[src/rtl/fb_blit_sequencer.sv]
// Per-frame framebuffer write sequencer: erases the previous sprite rectangle, then draws the new one.
// Define BLIT_TRANSPARENCY_EN to suppress DRAW writes of pixels whose ROM index equals TRANSP_IDX.
module fb_blit_sequencer #(
    parameter int unsigned SPR_W      = 32,
    parameter int unsigned SPR_H      = 32,
    parameter logic [3:0]  TRANSP_IDX = 4'h0,
    localparam int unsigned N         = SPR_W * SPR_H,
    localparam int unsigned AW        = (N > 1) ? $clog2(N) : 1
) (
    input  logic          clk,
    input  logic          reset_n,
    input  logic          frame_start,
    input  logic [9:0]    sprite_x,
    input  logic [8:0]    sprite_y,
    input  logic [3:0]    bg_index,
    output logic [AW-1:0] sprite_addr,
    input  logic [3:0]    sprite_index,
    output logic          we,
    output logic [9:0]    write_x,
    output logic [8:0]    write_y,
    output logic [3:0]    write_index,
    output logic          busy,
    output logic          done,
    output logic          overrun
);

`ifdef BLIT_TRANSPARENCY_EN
    localparam bit TranspEn = 1'b1;
`else
    localparam bit TranspEn = 1'b0;
`endif

    typedef enum logic [1:0] {StIdle, StErase, StDraw, StDrain} state_e;

    state_e      state_q, state_d;
    logic [5:0]  col_q, col_d, row_q, row_d;
    logic        drain_q, drain_d;
    logic        done_q, done_d;
    logic        overrun_q, overrun_d;
    logic        prev_valid_q, prev_valid_d;
    logic [9:0]  prev_x_q, prev_x_d, new_x_q, new_x_d;
    logic [8:0]  prev_y_q, prev_y_d, new_y_q, new_y_d;
    logic [3:0]  bg_q, bg_d;
    // Stage 1: pixel coordinates, aligned with the ROM read.
    logic        s1_valid_q, s1_valid_d, s1_draw_q, s1_draw_d, s1_in_q, s1_in_d;
    logic [9:0]  s1_x_q, s1_x_d;
    logic [8:0]  s1_y_q, s1_y_d;
    // Stage 2: registered framebuffer write port.
    logic        we_q, we_d;
    logic [9:0]  wx_q, wx_d;
    logic [8:0]  wy_q, wy_d;
    logic [3:0]  widx_q, widx_d;

    logic        last_px;
    logic [9:0]  base_x;
    logic [8:0]  base_y;
    logic [10:0] px;
    logic [9:0]  py;

    assign busy        = (state_q != StIdle) || done_q;
    assign done        = done_q;
    assign overrun     = overrun_q;
    assign we          = we_q;
    assign write_x     = wx_q;
    assign write_y     = wy_q;
    assign write_index = widx_q;
    assign sprite_addr = (state_q == StDraw) ?
                         AW'(13'(row_q) * 13'(SPR_W) + 13'(col_q)) : '0;

    always_comb begin
        state_d      = state_q;
        col_d        = col_q;
        row_d        = row_q;
        drain_d      = drain_q;
        done_d       = 1'b0;
        overrun_d    = overrun_q;
        prev_valid_d = prev_valid_q;
        prev_x_d     = prev_x_q;
        prev_y_d     = prev_y_q;
        new_x_d      = new_x_q;
        new_y_d      = new_y_q;
        bg_d         = bg_q;
        last_px      = (col_q == 6'(SPR_W - 1)) && (row_q == 6'(SPR_H - 1));

        if (frame_start && busy) begin
            overrun_d = 1'b1;
        end

        unique case (state_q)
            StIdle: begin
                if (frame_start && !done_q) begin
                    state_d = prev_valid_q ? StErase : StDraw;
                    new_x_d = sprite_x;
                    new_y_d = sprite_y;
                    bg_d    = bg_index;
                    col_d   = '0;
                    row_d   = '0;
                end
            end
            StErase, StDraw: begin
                if (col_q == 6'(SPR_W - 1)) begin
                    col_d = '0;
                    row_d = row_q + 6'd1;
                end else begin
                    col_d = col_q + 6'd1;
                end
                if (last_px) begin
                    row_d   = '0;
                    drain_d = 1'b0;
                    state_d = (state_q == StErase) ? StDraw : StDrain;
                end
            end
            StDrain: begin
                drain_d = 1'b1;
                if (drain_q) begin
                    state_d      = StIdle;
                    done_d       = 1'b1;
                    prev_valid_d = 1'b1;
                    prev_x_d     = new_x_q;
                    prev_y_d     = new_y_q;
                end
            end
            default: state_d = StIdle;
        endcase
    end

    always_comb begin
        base_x     = (state_q == StErase) ? prev_x_q : new_x_q;
        base_y     = (state_q == StErase) ? prev_y_q : new_y_q;
        px         = {1'b0, base_x} + {5'b0, col_q};
        py         = {1'b0, base_y} + {4'b0, row_q};
        s1_valid_d = (state_q == StErase) || (state_q == StDraw);
        s1_draw_d  = (state_q == StDraw);
        s1_in_d    = (px < 11'd640) && (py < 10'd480);
        s1_x_d     = px[9:0];
        s1_y_d     = py[8:0];

        we_d   = s1_valid_q && s1_in_q &&
                 !(s1_draw_q && TranspEn && (sprite_index == TRANSP_IDX));
        widx_d = s1_draw_q ? sprite_index : bg_q;
        wx_d   = s1_x_q;
        wy_d   = s1_y_q;
    end

    always_ff @(posedge clk or negedge reset_n) begin
        if (!reset_n) begin
            state_q      <= StIdle;
            col_q        <= '0;
            row_q        <= '0;
            drain_q      <= 1'b0;
            done_q       <= 1'b0;
            overrun_q    <= 1'b0;
            prev_valid_q <= 1'b0;
            prev_x_q     <= '0;
            prev_y_q     <= '0;
            new_x_q      <= '0;
            new_y_q      <= '0;
            bg_q         <= '0;
            s1_valid_q   <= 1'b0;
            s1_draw_q    <= 1'b0;
            s1_in_q      <= 1'b0;
            s1_x_q       <= '0;
            s1_y_q       <= '0;
            we_q         <= 1'b0;
            wx_q         <= '0;
            wy_q         <= '0;
            widx_q       <= '0;
        end else begin
            state_q      <= state_d;
            col_q        <= col_d;
            row_q        <= row_d;
            drain_q      <= drain_d;
            done_q       <= done_d;
            overrun_q    <= overrun_d;
            prev_valid_q <= prev_valid_d;
            prev_x_q     <= prev_x_d;
            prev_y_q     <= prev_y_d;
            new_x_q      <= new_x_d;
            new_y_q      <= new_y_d;
            bg_q         <= bg_d;
            s1_valid_q   <= s1_valid_d;
            s1_draw_q    <= s1_draw_d;
            s1_in_q      <= s1_in_d;
            s1_x_q       <= s1_x_d;
            s1_y_q       <= s1_y_d;
            we_q         <= we_d;
            wx_q         <= wx_d;
            wy_q         <= wy_d;
            widx_q       <= widx_d;
        end
    end

endmodule

[config.mk]
export PLATFORM = sky130hd
export DESIGN_NAME = fb_blit_sequencer
export DESIGN_NICKNAME = d
export VERILOG_FILES = /design/src/rtl/fb_blit_sequencer.sv
export SDC_FILE = /design/constraint.sdc
export NUM_CORES = 1
export LEC_CHECK = 0
export CORE_AREA = 2 2 97 99
export DETAILED_ROUTE_END_ITERATION = 6
export DIE_AREA = 0 0 99 101
export MAX_ROUTING_LAYER = met4
export PLACE_DENSITY = 0.9
export RECOVER_POWER = 25
export SYNTH_ARGS = -nofsm -noshare
export SYNTH_HDL_FRONTEND = slang
export SYNTH_SLANG_ARGS = --single-unit
export TNS_END_PERCENT = 50
[constraint.sdc]
create_clock -name clk -period 4.3 [get_ports clk]
set_input_delay 0.86 -clock clk [delete_from_list [all_inputs] [get_ports clk]]
set_output_delay 0.86 -clock clk [all_outputs]
set_load 0.005 [all_outputs]
==> results.json, run 1 <==
{
  "drt_wl_total_mm": 9.11,
  "htree_levels": 3,
  "hpwlAfterDp_mm": 6.54,
  "power_switching_w": 0.000373,
  "power_frac_comb": 0.028,
  "wl_per_cell_um": 16.1,
  "max-slew-margin-rel": -0.446,
  "status": "finished, violations left",
  "crit_path_max_incr_delay_ps": 420,
  "hold_depth": 0,
  "diodes": 0,
  "min_from": "s1_x_q[2]$_DFF_PN0_",
  "period_share": 0.732,
  "finalSetupViolations": 0,
  "hp-class": "flop to flop",
  "hold_ws_ps": 352,
  "peakVddDrop_v": 0.000190,
  "grt_pass1_vias": 3200,
  "timing_worst_setup_path_type": "flop to flop",
  "cts_resized": 0,
  "hold_end": "write_x[2]$_DFF_PN0_",
  "dr_total_vias": 3073,
  "worst_ep_required_time_ps": 4570,
  "yosys-top-cells-area": "dfrtp_1 55%, mux2_2 14%, ha_1 5.7%, xnor2_1 2.2%, o21ai_0 1.8%",
  "fmax_ghz": 0.318,
  "synth_top_area_share": 0.550,
  "clock_sinks": 106,
  "cts_buffer_depth": 2,
  "tightest_slew_ps": 2170,
  "antenna_found_initial": 0,
  "synth_cell_type_count": 45,
  "initial_core_util": 0.537,
  "setup.worst_path.end_class": "flop",
  "clk_pin_slew_ps": 100,
  "cts_tree": "built",
  "multi_input_area_mm2": 0.00207,
  "synth_ff_type": "dfrtp_1",
  "core_area_mm2": 0.00898,
  "yosysTopAreaCell": "dfrtp_1",
  "viasPerCell": 5.43,
  "syn_area_per_cell_um2": 12.7,
  "finalNonFillerCells": 566,
  "dieArea_mm2": 0.0100,
  "worstPathMaxFanout": 25,
  "register_area_mm2": 0.00265,
  "grt.total_usage": 0.204,
  "remaining_drc_errors": 0,
  "r2r-end": "s1_in_q$_DFF_PN0_",
  "synth_area_mm2": 0.00482,
  "critPathSlowestCell": "dfrtp_1",
  "crit_path_start_kind": "flop",
  "crit_arrival_ps": 3420,
  "fin_crit_ps": 3150,
  "root_buffer": "clkbuf_8",
  "p_sw_frac": 0.231,
  "rows": 35,
  "syn_nets": 433,
  "clock_latency_ps": 370,
  "p_int_w": 0.00124,
  "ff2ff_setup_slack_ps": 1150,
  "path_cells": "inv_1, ha_1, buf_4, mux2_2, ha_1, inv_1, fa_1, nand2b_1, a21oi_1, o311a_1, o21bai_1, a2111oi_2",
  "reg2reg_depth": 12,
  "post-cts-setup-buffers": 0,
  "final_nets": 504,
  "rsz0062_at_grt": "false",
  "drt_iter0_markers": 135,
  "cts_buffers": 9,
  "routabilityCongestion": 0.843,
  "placed_cells": 550,
  "final.setup_skew_ps": 11.0,
  "fp.dieW_um": 99,
  "n_fill_cell": 663,
  "syn_inst": 379,
  "portBuffers": 66,
  "drtAntennaViolNets": 0,
  "async_flop_share": 1.00,
  "timing.rr.start": "state_q[1]$_DFFE_PN0P_",
  "ios": 67,
  "drt_first_pass_iters": 4,
  "grt_pass1_wl_mm": 15.4,
  "synth_edf_count": 0,
  "drv_slew": 93,
  "clkPwrFrac": 0.355,
  "dieHeight_um": 101,
  "fin_setup_tns_ps": 0,
  "grt_max_degree": 93,
  "seq_power_share": 0.617,
  "postCtsHoldBufs": 0,
  "p_leak_nw": 2.88,
  "overflow": 0,
  "powerDensity_mw_per_mm2": 279,
  "failed_checks": "capacitance limit, slew limit",
  "areaGrowthSynthToFinish_pct": 19.9,
  "finalHoldViolCount": 0,
  "yosysSeqAreaShare": 0.550,
  "yosysWarnings": 0,
  "max_cap_viol_count": 1,
  "ys_ff_latch": 106,
  "layout-drive-gt1-share": 0.209
}
-- how the worst max path moves through the flow --
stage | start | end | slack (ps) | cells after the start
floorplan | state_q[1]$_DFFE_PN0P_ | s1_in_q$_DFF_PN0_ | 1170 | 14
global placement | state_q[1]$_DFFE_PN0P_ | s1_in_q$_DFF_PN0_ | 1350 | 12
detailed placement | state_q[1]$_DFFE_PN0P_ | s1_in_q$_DFF_PN0_ | 1170 | 12
CTS | state_q[1]$_DFFE_PN0P_ | s1_in_q$_DFF_PN0_ | 1160 | 12
global route | state_q[1]$_DFFE_PN0P_ | s1_in_q$_DFF_PN0_ | 1010 | 12
finish | state_q[1]$_DFFE_PN0P_ | s1_in_q$_DFF_PN0_ | 1150 | 12
-- cells by family (layout without fill, tap and decap cells) --
group,Yosys count,in the layout,synth area share
xor+xnor,19,19,0.0345
flops,106,106,0.550
buf+inv,24,100,0.0210
compound gates,56,56,0.0750
simple gates,79,79,0.0898
mux,71,71,0.164
fa+ha+maj,24,24,0.0654
-- synthesized netlist by cell type, drive strengths merged, types with 2 or more instances --
cell type	count
a211oi	7
a21o	4
a21oi	12
a31oi	2
and2	12
and3	4
buf	4
clkbuf	5
dfrtp	106
fa	2
ha	22
inv	15
mux2	63
mux2i	8
nand2	14
nand2b	9
nand3	7
nand3b	2
nand4	3
nor2	17
nor2b	3
o211ai	3
o21ai	18
o31ai	2
or2	4
xnor2	12
xor2	7
-- registers in the layout, summed over array words and instances (netlist names), 2 cells and up --
register     count
col_q            6
new_y_q          9
write_index      4
new_x_q         10
write_y          9
s1_y_q           9
write_x         10
bg_q             4
state_q          2
prev_y_q         9
s1_x_q          10
prev_x_q        10
row_q            6
-- power by group through the flow --
stage	Combinational (W)	Sequential [W]	Clock, W
floorplan	0.00000107	0.00102	0
global placement	0.0000465	0.00102	0
detailed placement	0.0000473	0.00102	0
CTS	0.0000475	0.000996	0.000594
global route	0.0000508	0.000996	0.000625
finish	0.0000447	0.000996	0.000573
-- routing by layer --
| metal | vias up | part of all wire | track usage |
|---|---|---|---|
| li1 | 1464 | - | - |
| met1 | 1507 | 0.42 | 0.244 |
| met2 | 81 | 0.51 | 0.344 |
| met3 | 21 | 0.040 | 0.0347 |
| met4 | 0 | 0.026 | 0.0896 |
| met5 | - | 0 | - |
-- area by class of cell --
cell class                      instances  area share
Clock buffer                            9      0.0214
Sequential cell                       106       0.459
Multi-Input combinational cell        249       0.358
Inverter                               15     0.00974
Clock inverter                          7      0.0108
Timing Repair Buffer                   69       0.117
Tap cell                              111      0.0240
-- layout by cell type, fill, tap and decap left out, types with 3 or more instances in the layout --
master           netlist  final
mux2i_1                8      8
a21oi_1               11     11
xnor2_1               12     12
nand3_1                7      7
clkinv_4               0      3
ha_1                  22     22
nor2b_1                3      3
inv_1                 15     15
mux2_2                62     62
dlygate4sd3_1          0      4
or2_2                  4      4
nor2_1                17     17
nand2b_1               9      9
nand2_1               14     14
clkdlybuf4s50_1        0     61
a21o_1                 4      4
clkbuf_8               0      9
dfrtp_1              106    106
and2_1                12     11
a211oi_1               7      7
o211ai_1               3      3
buf_4                  0      3
xor2_1                 7      7
o21ai_0               17     17
nand4_1                3      3
-- metrics by stage --
stage	util	cell area [µm²]	power (W)	setup WS [ps]
after detailed placement	0.624	5600	0.00106	1170
final	0.644	5780	0.00161	1150
after global placement	0.624	5600	0.00106	1350
after floorplan	-	4820	0.00102	1170
after global routing	0.644	5780	0.00167	1010
after CTS	0.644	5780	0.00164	1160
-- worst max-delay path, delay by kind of cell, from the launching register on --
family / cells / cell delay (ps)
AO/OA/AOI/OAI: 4 / 970
adder cells (fa/ha/maj): 3 / 580
buffers and inverters: 3 / 540
flip-flops: 1 / 420
multiplexers: 1 / 380
AND/OR/NAND/NOR: 1 / 130
Note: power is estimated with default switching activity, not from simulation.
==> run 2: changes to the inputs <==
- clock period: 4.3 -> 2.9 ns (I/O delays scaled with it)
==> run 2 against run 1 <==
Clock skew fell by 3.5 ps; worst setup slack got worse by 1100 ps; first-iteration DRC count up 32%; register-to-register slack worse by 1100 ps; largest power group unchanged; flip-flop and latch count unchanged; sequential power increased by 49%; the flow now finishes without violations; non-clock buffer count is 7 higher.
==> results.json, run 2 (same netlist as run 1, synthesis figures left out) <==
{
  "peakVddDrop_v": 0.000216,
  "core_area_mm2": 0.00898,
  "timing.rr.start": "state_q[1]$_DFFE_PN0P_",
  "wl_per_cell_um": 17.2,
  "crit_cells": 11,
  "hold_depth": 0,
  "crit_path_start_kind": "flop",
  "drt_wl_total_mm": 9.83,
  "dieArea_mm2": 0.0100,
  "postCtsHoldBufs": 0,
  "grt_pass1_wl_mm": 16.1,
  "grt_max_degree": 56,
  "areaGrowthSynthToFinish_pct": 22.3,
  "critPathSlowestCell": "dfrtp_1",
  "worst_ep_required_time_ps": 3160,
  "postPlaceCellArea_mm2": 0.00564,
  "grt.total_usage": 0.212,
  "clk_pin_slew_ps": 90,
  "seq_power_share": 0.612,
  "antenna_found_initial": 0,
  "clkPwrFrac": 0.359,
  "remaining_drc_errors": 0,
  "rows": 35,
  "htree_levels": 3,
  "root_buffer": "clkbuf_8",
  "final_area_mm2": 0.00590,
  "hpwlAfterDp_mm": 6.98,
  "finalSetupViolations": 0,
  "grt_pass1_vias": 3359,
  "tightest_slew_ps": 1280,
  "initial_core_util": 0.537,
  "hp-class": "flop to flop",
  "fmax_ghz": 0.354,
  "routabilityCongestion": 0.827,
  "final_nets": 511,
  "dieHeight_um": 101,
  "fin_crit_ps": 2820,
  "max_cap_viol_count": 0,
  "power.total_w": 0.00241,
  "viasPerCell": 5.55,
  "power_switching_w": 0.000510,
  "dr_total_vias": 3168,
  "clock_sinks": 106,
  "cpLargestDelayFamily": "compound AO/OA/AOI/OAI gates",
  "layout-drive-gt1-share": 0.233,
  "drt_first_pass_iters": 4,
  "path_cells": "inv_2, ha_4, mux2_2, ha_1, inv_1, fa_1, nand2b_1, a21oi_1, o311a_1, o21bai_1, a2111oi_2",
  "crit_path_start": "state_q[1]$_DFFE_PN0P_",
  "timing_worst_setup_path_type": "flop to flop",
  "crit_path_max_incr_delay_ps": 400,
  "reg2reg_depth": 11,
  "worstPathMaxFanout": 4,
  "overflow": 0,
  "n_fill_cell": 645,
  "path_buf_inv": 2,
  "clock_latency_ps": 370,
  "p_sw_frac": 0.211,
  "cts_tree": "built",
  "max-slew-margin-rel": 0.147,
  "drv_slew": 0,
  "cts_buffers": 9,
  "crit_arrival_ps": 3090,
  "setup.worst_path.end_class": "flop",
  "powerDensity_mw_per_mm2": 409,
  "final_core_util": 0.657,
  "fp.dieW_um": 99,
  "p_int_w": 0.00190,
  "diodes": 0,
  "drtAntennaViolNets": 0,
  "period_share": 0.974,
  "min_from": "s1_x_q[2]$_DFF_PN0_",
  "rsz0062_at_grt": "true",
  "status": "complete, no violations",
  "finalHoldViolCount": 0,
  "final_cell_mix": "106 x dfrtp_1, 65 x clkdlybuf4s50_1, 62 x mux2_2, 19 x ha_1, 17 x nor2_1",
  "power_frac_comb": 0.029,
  "cts_buffer_depth": 2,
  "drt_iter0_markers": 178,
  "portBuffers": 66,
  "p_leak_nw": 2.92,
  "final_common_cell": "dfrtp_1",
  "ios": 67,
  "final.setup_skew_ps": 7.50
}
[run 2: cell types whose count changed in the layout (fill, tap and decap cells not counted), moves of 2 or more]
cell,previous run,this run
buf_4,3,8
clkdlybuf4s50_1,61,65
clkinv_2,0,2
clkinv_4,3,0
dlygate4sd3_1,4,0
ha_1,22,19
ha_4,0,3
[run 2: path summary, 6_finish.rpt]
check                                           to  slack [ps]
setup reg to reg                 s1_in_q$_DFF_PN0_          80
hold reg to reg               write_x[2]$_DFF_PN0_         350
setup / recovery                 s1_in_q$_DFF_PN0_          80
max in group asynchronous  prev_x_q[6]$_DFFE_PN0P_        1540
min in group asynchronous   new_y_q[0]$_DFFE_PN0P_         480
hold / removal                write_x[2]$_DFF_PN0_         350
[run 2: through the flow]
stage	hold slack [ps]	cells	TNS (ps)	setup slack (ps)
4_1_cts	260	568	0	19.9
6_report	354	571	0	75.6
5_1_grt	365	571	-78.1	-50.9
2_1_floorplan	284	379	0	2.65
3_3_place_gp	332	554	0	125
3_5_place_dp	335	554	-57.9	-57.9
[run 2: routing by layer]
| metal | GRT usage | share of wire | up-vias | wire length, µm |
|---|---|---|---|---|
| met5 | - | 0 | - | 0 |
| met4 | 0.0959 | 0.028 | 0 | 275 |
| met3 | 0.0402 | 0.040 | 28 | 393 |
| met2 | 0.367 | 0.53 | 87 | 5240 |
| met1 | 0.241 | 0.40 | 1572 | 3920 |
| li1 | - | - | 1481 | - |
[run 2: power by group through the flow]
stage / Clock, W / Sequential (W) / Combinational [W]
global placement: 0 / 0.00151 / 0.0000715
global route: 0.000949 / 0.00148 / 0.0000791
detailed placement: 0 / 0.00151 / 0.0000731
CTS: 0.000881 / 0.00148 / 0.0000736
floorplan: 0 / 0.00151 / 0.00000159
finish: 0.000866 / 0.00148 / 0.0000701
[run 2: area by class of cell]
cell class              count  area, µm²  share of cell area
flip-flops and latches    106       2650               0.450
multi-input cells         249       2120               0.360
repair buffers             76        751               0.127
well taps                 111        139              0.0235
clock buffers               9        124              0.0210
clock inverters             5       56.3             0.00954
inverters                  15       56.3             0.00954
[run 2: repair_timing]
| action | in CTS | in global routing |
|---|---|---|
| gates resized for setup | 3 | 7 |
| buffers inserted | 0 | 3 |
| pin swaps | 1 | 4 |
| gates cloned | 0 | 0 |
| setup endpoints to repair | 2 | 3 |
==> run 3: changes to the inputs <==
- RECOVER_POWER: 25 -> unset
==> run 3 against run 2 <==
Largest cell class unchanged; first-iteration DRC count stayed put; hold slack worse by 120 ps; critical path type unchanged; combinational power about the same; worst setup slack improved by 6.2 ps; sequential power hardly changed; clock skew about the same; register-to-register slack hardly changed.
==> results.json, run 3 (same netlist as run 1, synthesis figures left out) <==
{
  "rows": 35,
  "fmax_ghz": 0.355,
  "powerDensity_mw_per_mm2": 409,
  "final.setup_skew_ps": 7.50,
  "finalHoldViolCount": 0,
  "crit_arrival_ps": 3080,
  "cts_buffers": 9,
  "timing_worst_setup_path_type": "flop to flop",
  "core_area_mm2": 0.00898,
  "worst_ep_required_time_ps": 3160,
  "initial_core_util": 0.537,
  "hpwlAfterDp_mm": 6.98,
  "postPlaceCellArea_mm2": 0.00564,
  "diodes": 0,
  "remaining_drc_errors": 0,
  "layout-drive-gt1-share": 0.233,
  "ios": 67,
  "clock_latency_ps": 370,
  "status": "complete, no violations",
  "drv_slew": 0,
  "areaGrowthSynthToFinish_pct": 22.4,
  "grt_max_degree": 56,
  "p_leak_nw": 2.92,
  "wl_per_cell_um": 17.2,
  "postCtsHoldBufs": 0,
  "clk_pin_slew_ps": 90,
  "final_common_cell": "dfrtp_1",
  "dr_total_vias": 3166,
  "root_buffer": "clkbuf_8",
  "final_area_mm2": 0.00590,
  "htree_levels": 3,
  "rsz0062_at_grt": "true",
  "finalSetupViolations": 0,
  "final_core_util": 0.658,
  "max_cap_viol_count": 0,
  "fp.dieW_um": 99,
  "cts_buffer_depth": 2,
  "peakVddDrop_v": 0.000216,
  "dieArea_mm2": 0.0100,
  "drt_wl_total_mm": 9.82,
  "n_fill_cell": 645,
  "pre_cts_ws_ps": -57.9,
  "final_nets": 511,
  "grt_pass1_wl_mm": 16.1,
  "setup.worst_path.end_class": "flop",
  "tightest_slew_ps": 656,
  "drt_iter0_markers": 178,
  "crit_path_start_kind": "flop",
  "hp-class": "primary input to async pin",
  "power.total_w": 0.00241,
  "grt_pass1_vias": 3359,
  "clock_sinks": 106,
  "drt_first_pass_iters": 4,
  "setup_slack_ps": 81.8,
  "portBuffers": 66,
  "drtAntennaViolNets": 0,
  "cts_tree": "built",
  "hold_ws_ps": 229,
  "fin_crit_ps": 2820,
  "final_cell_mix": "106 x dfrtp_1, 65 x clkdlybuf4s50_1, 62 x mux2_2, 19 x ha_1, 17 x nor2_1",
  "dieHeight_um": 101,
  "routabilityCongestion": 0.827,
  "viasPerCell": 5.54,
  "antenna_found_initial": 0,
  "worstPathMaxFanout": 4,
  "grt.total_usage": 0.212,
  "period_share": 0.972,
  "overflow": 0,
  "max-slew-margin-rel": 0.563
}
==> run 3: critical path: stages, from the launching register on <==
cell	delay, ps
dfrtp_1	400
inv_2	100
ha_4	170
mux2_2	330
ha_1	210
inv_1	80
fa_1	200
nand2b_1	160
a21oi_1	120
o311a_1	360
o21bai_1	200
a2111oi_2	350
==> run 3: what timing repair did <==
action / 4_1_cts / 5_1_grt
pin swaps: 1 / 4
buffers inserted: 0 / 3
setup endpoints to repair: 2 / 3
resized for setup: 3 / 7
==> run 3: layout make-up <==
cell class              count  area (µm²)  area share
well taps                 111         139      0.0235
clock buffers               9         124      0.0210
inverters                  15        56.3     0.00954
repair buffers             76         753       0.128
multi-input cells         249        2120       0.359
flip-flops and latches    106        2650       0.449
clock inverters             5        56.3     0.00954
==> run 3: path summary, 6_finish.rpt <==
kind                                             start                 endpoint  slack (ps)  depth (start not counted)
worst max-delay path            state_q[1]$_DFFE_PN0P_        s1_in_q$_DFF_PN0_          80                         11
worst min-delay path                           reset_n   new_y_q[0]$_DFFE_PN0P_         230                          1
worst max register to register  state_q[1]$_DFFE_PN0P_        s1_in_q$_DFF_PN0_          80                         11
worst min register to register     s1_x_q[2]$_DFF_PN0_     write_x[2]$_DFF_PN0_         350                          0
max in group asynchronous                      reset_n  prev_x_q[6]$_DFFE_PN0P_        1970                          2
min in group clk                   s1_x_q[2]$_DFF_PN0_     write_x[2]$_DFF_PN0_         350                          0
==> run 3: through the flow <==
stage | TNS [ps] | cells
floorplan | 0 | 379
global placement | 0 | 554
detailed placement | -57.9 | 554
CTS | 0 | 568
global route | -78.1 | 571
finish | 0 | 571
==> run 3: power by group <==
group	total (W)	leakage [nW]	switching (W)	internal, W
Clock	0.000866	0.0913	0.000476	0.000390
Combinational	0.0000704	1.41	0.0000333	0.0000371
Sequential	0.00148	1.42	0.0000000000000000000281	0.00148
Total	0.00241	2.92	0.000510	0.00190
==> run 3: layer usage <==
layer  part of all wire  track usage  up-vias  wire, µm
li1                   -            -     1481         -
met3              0.042       0.0402       28       410
met4              0.028       0.0959        0       275
met2               0.53        0.367       87      5230
met5                  0            -        -         0
met1               0.40        0.241     1570      3900
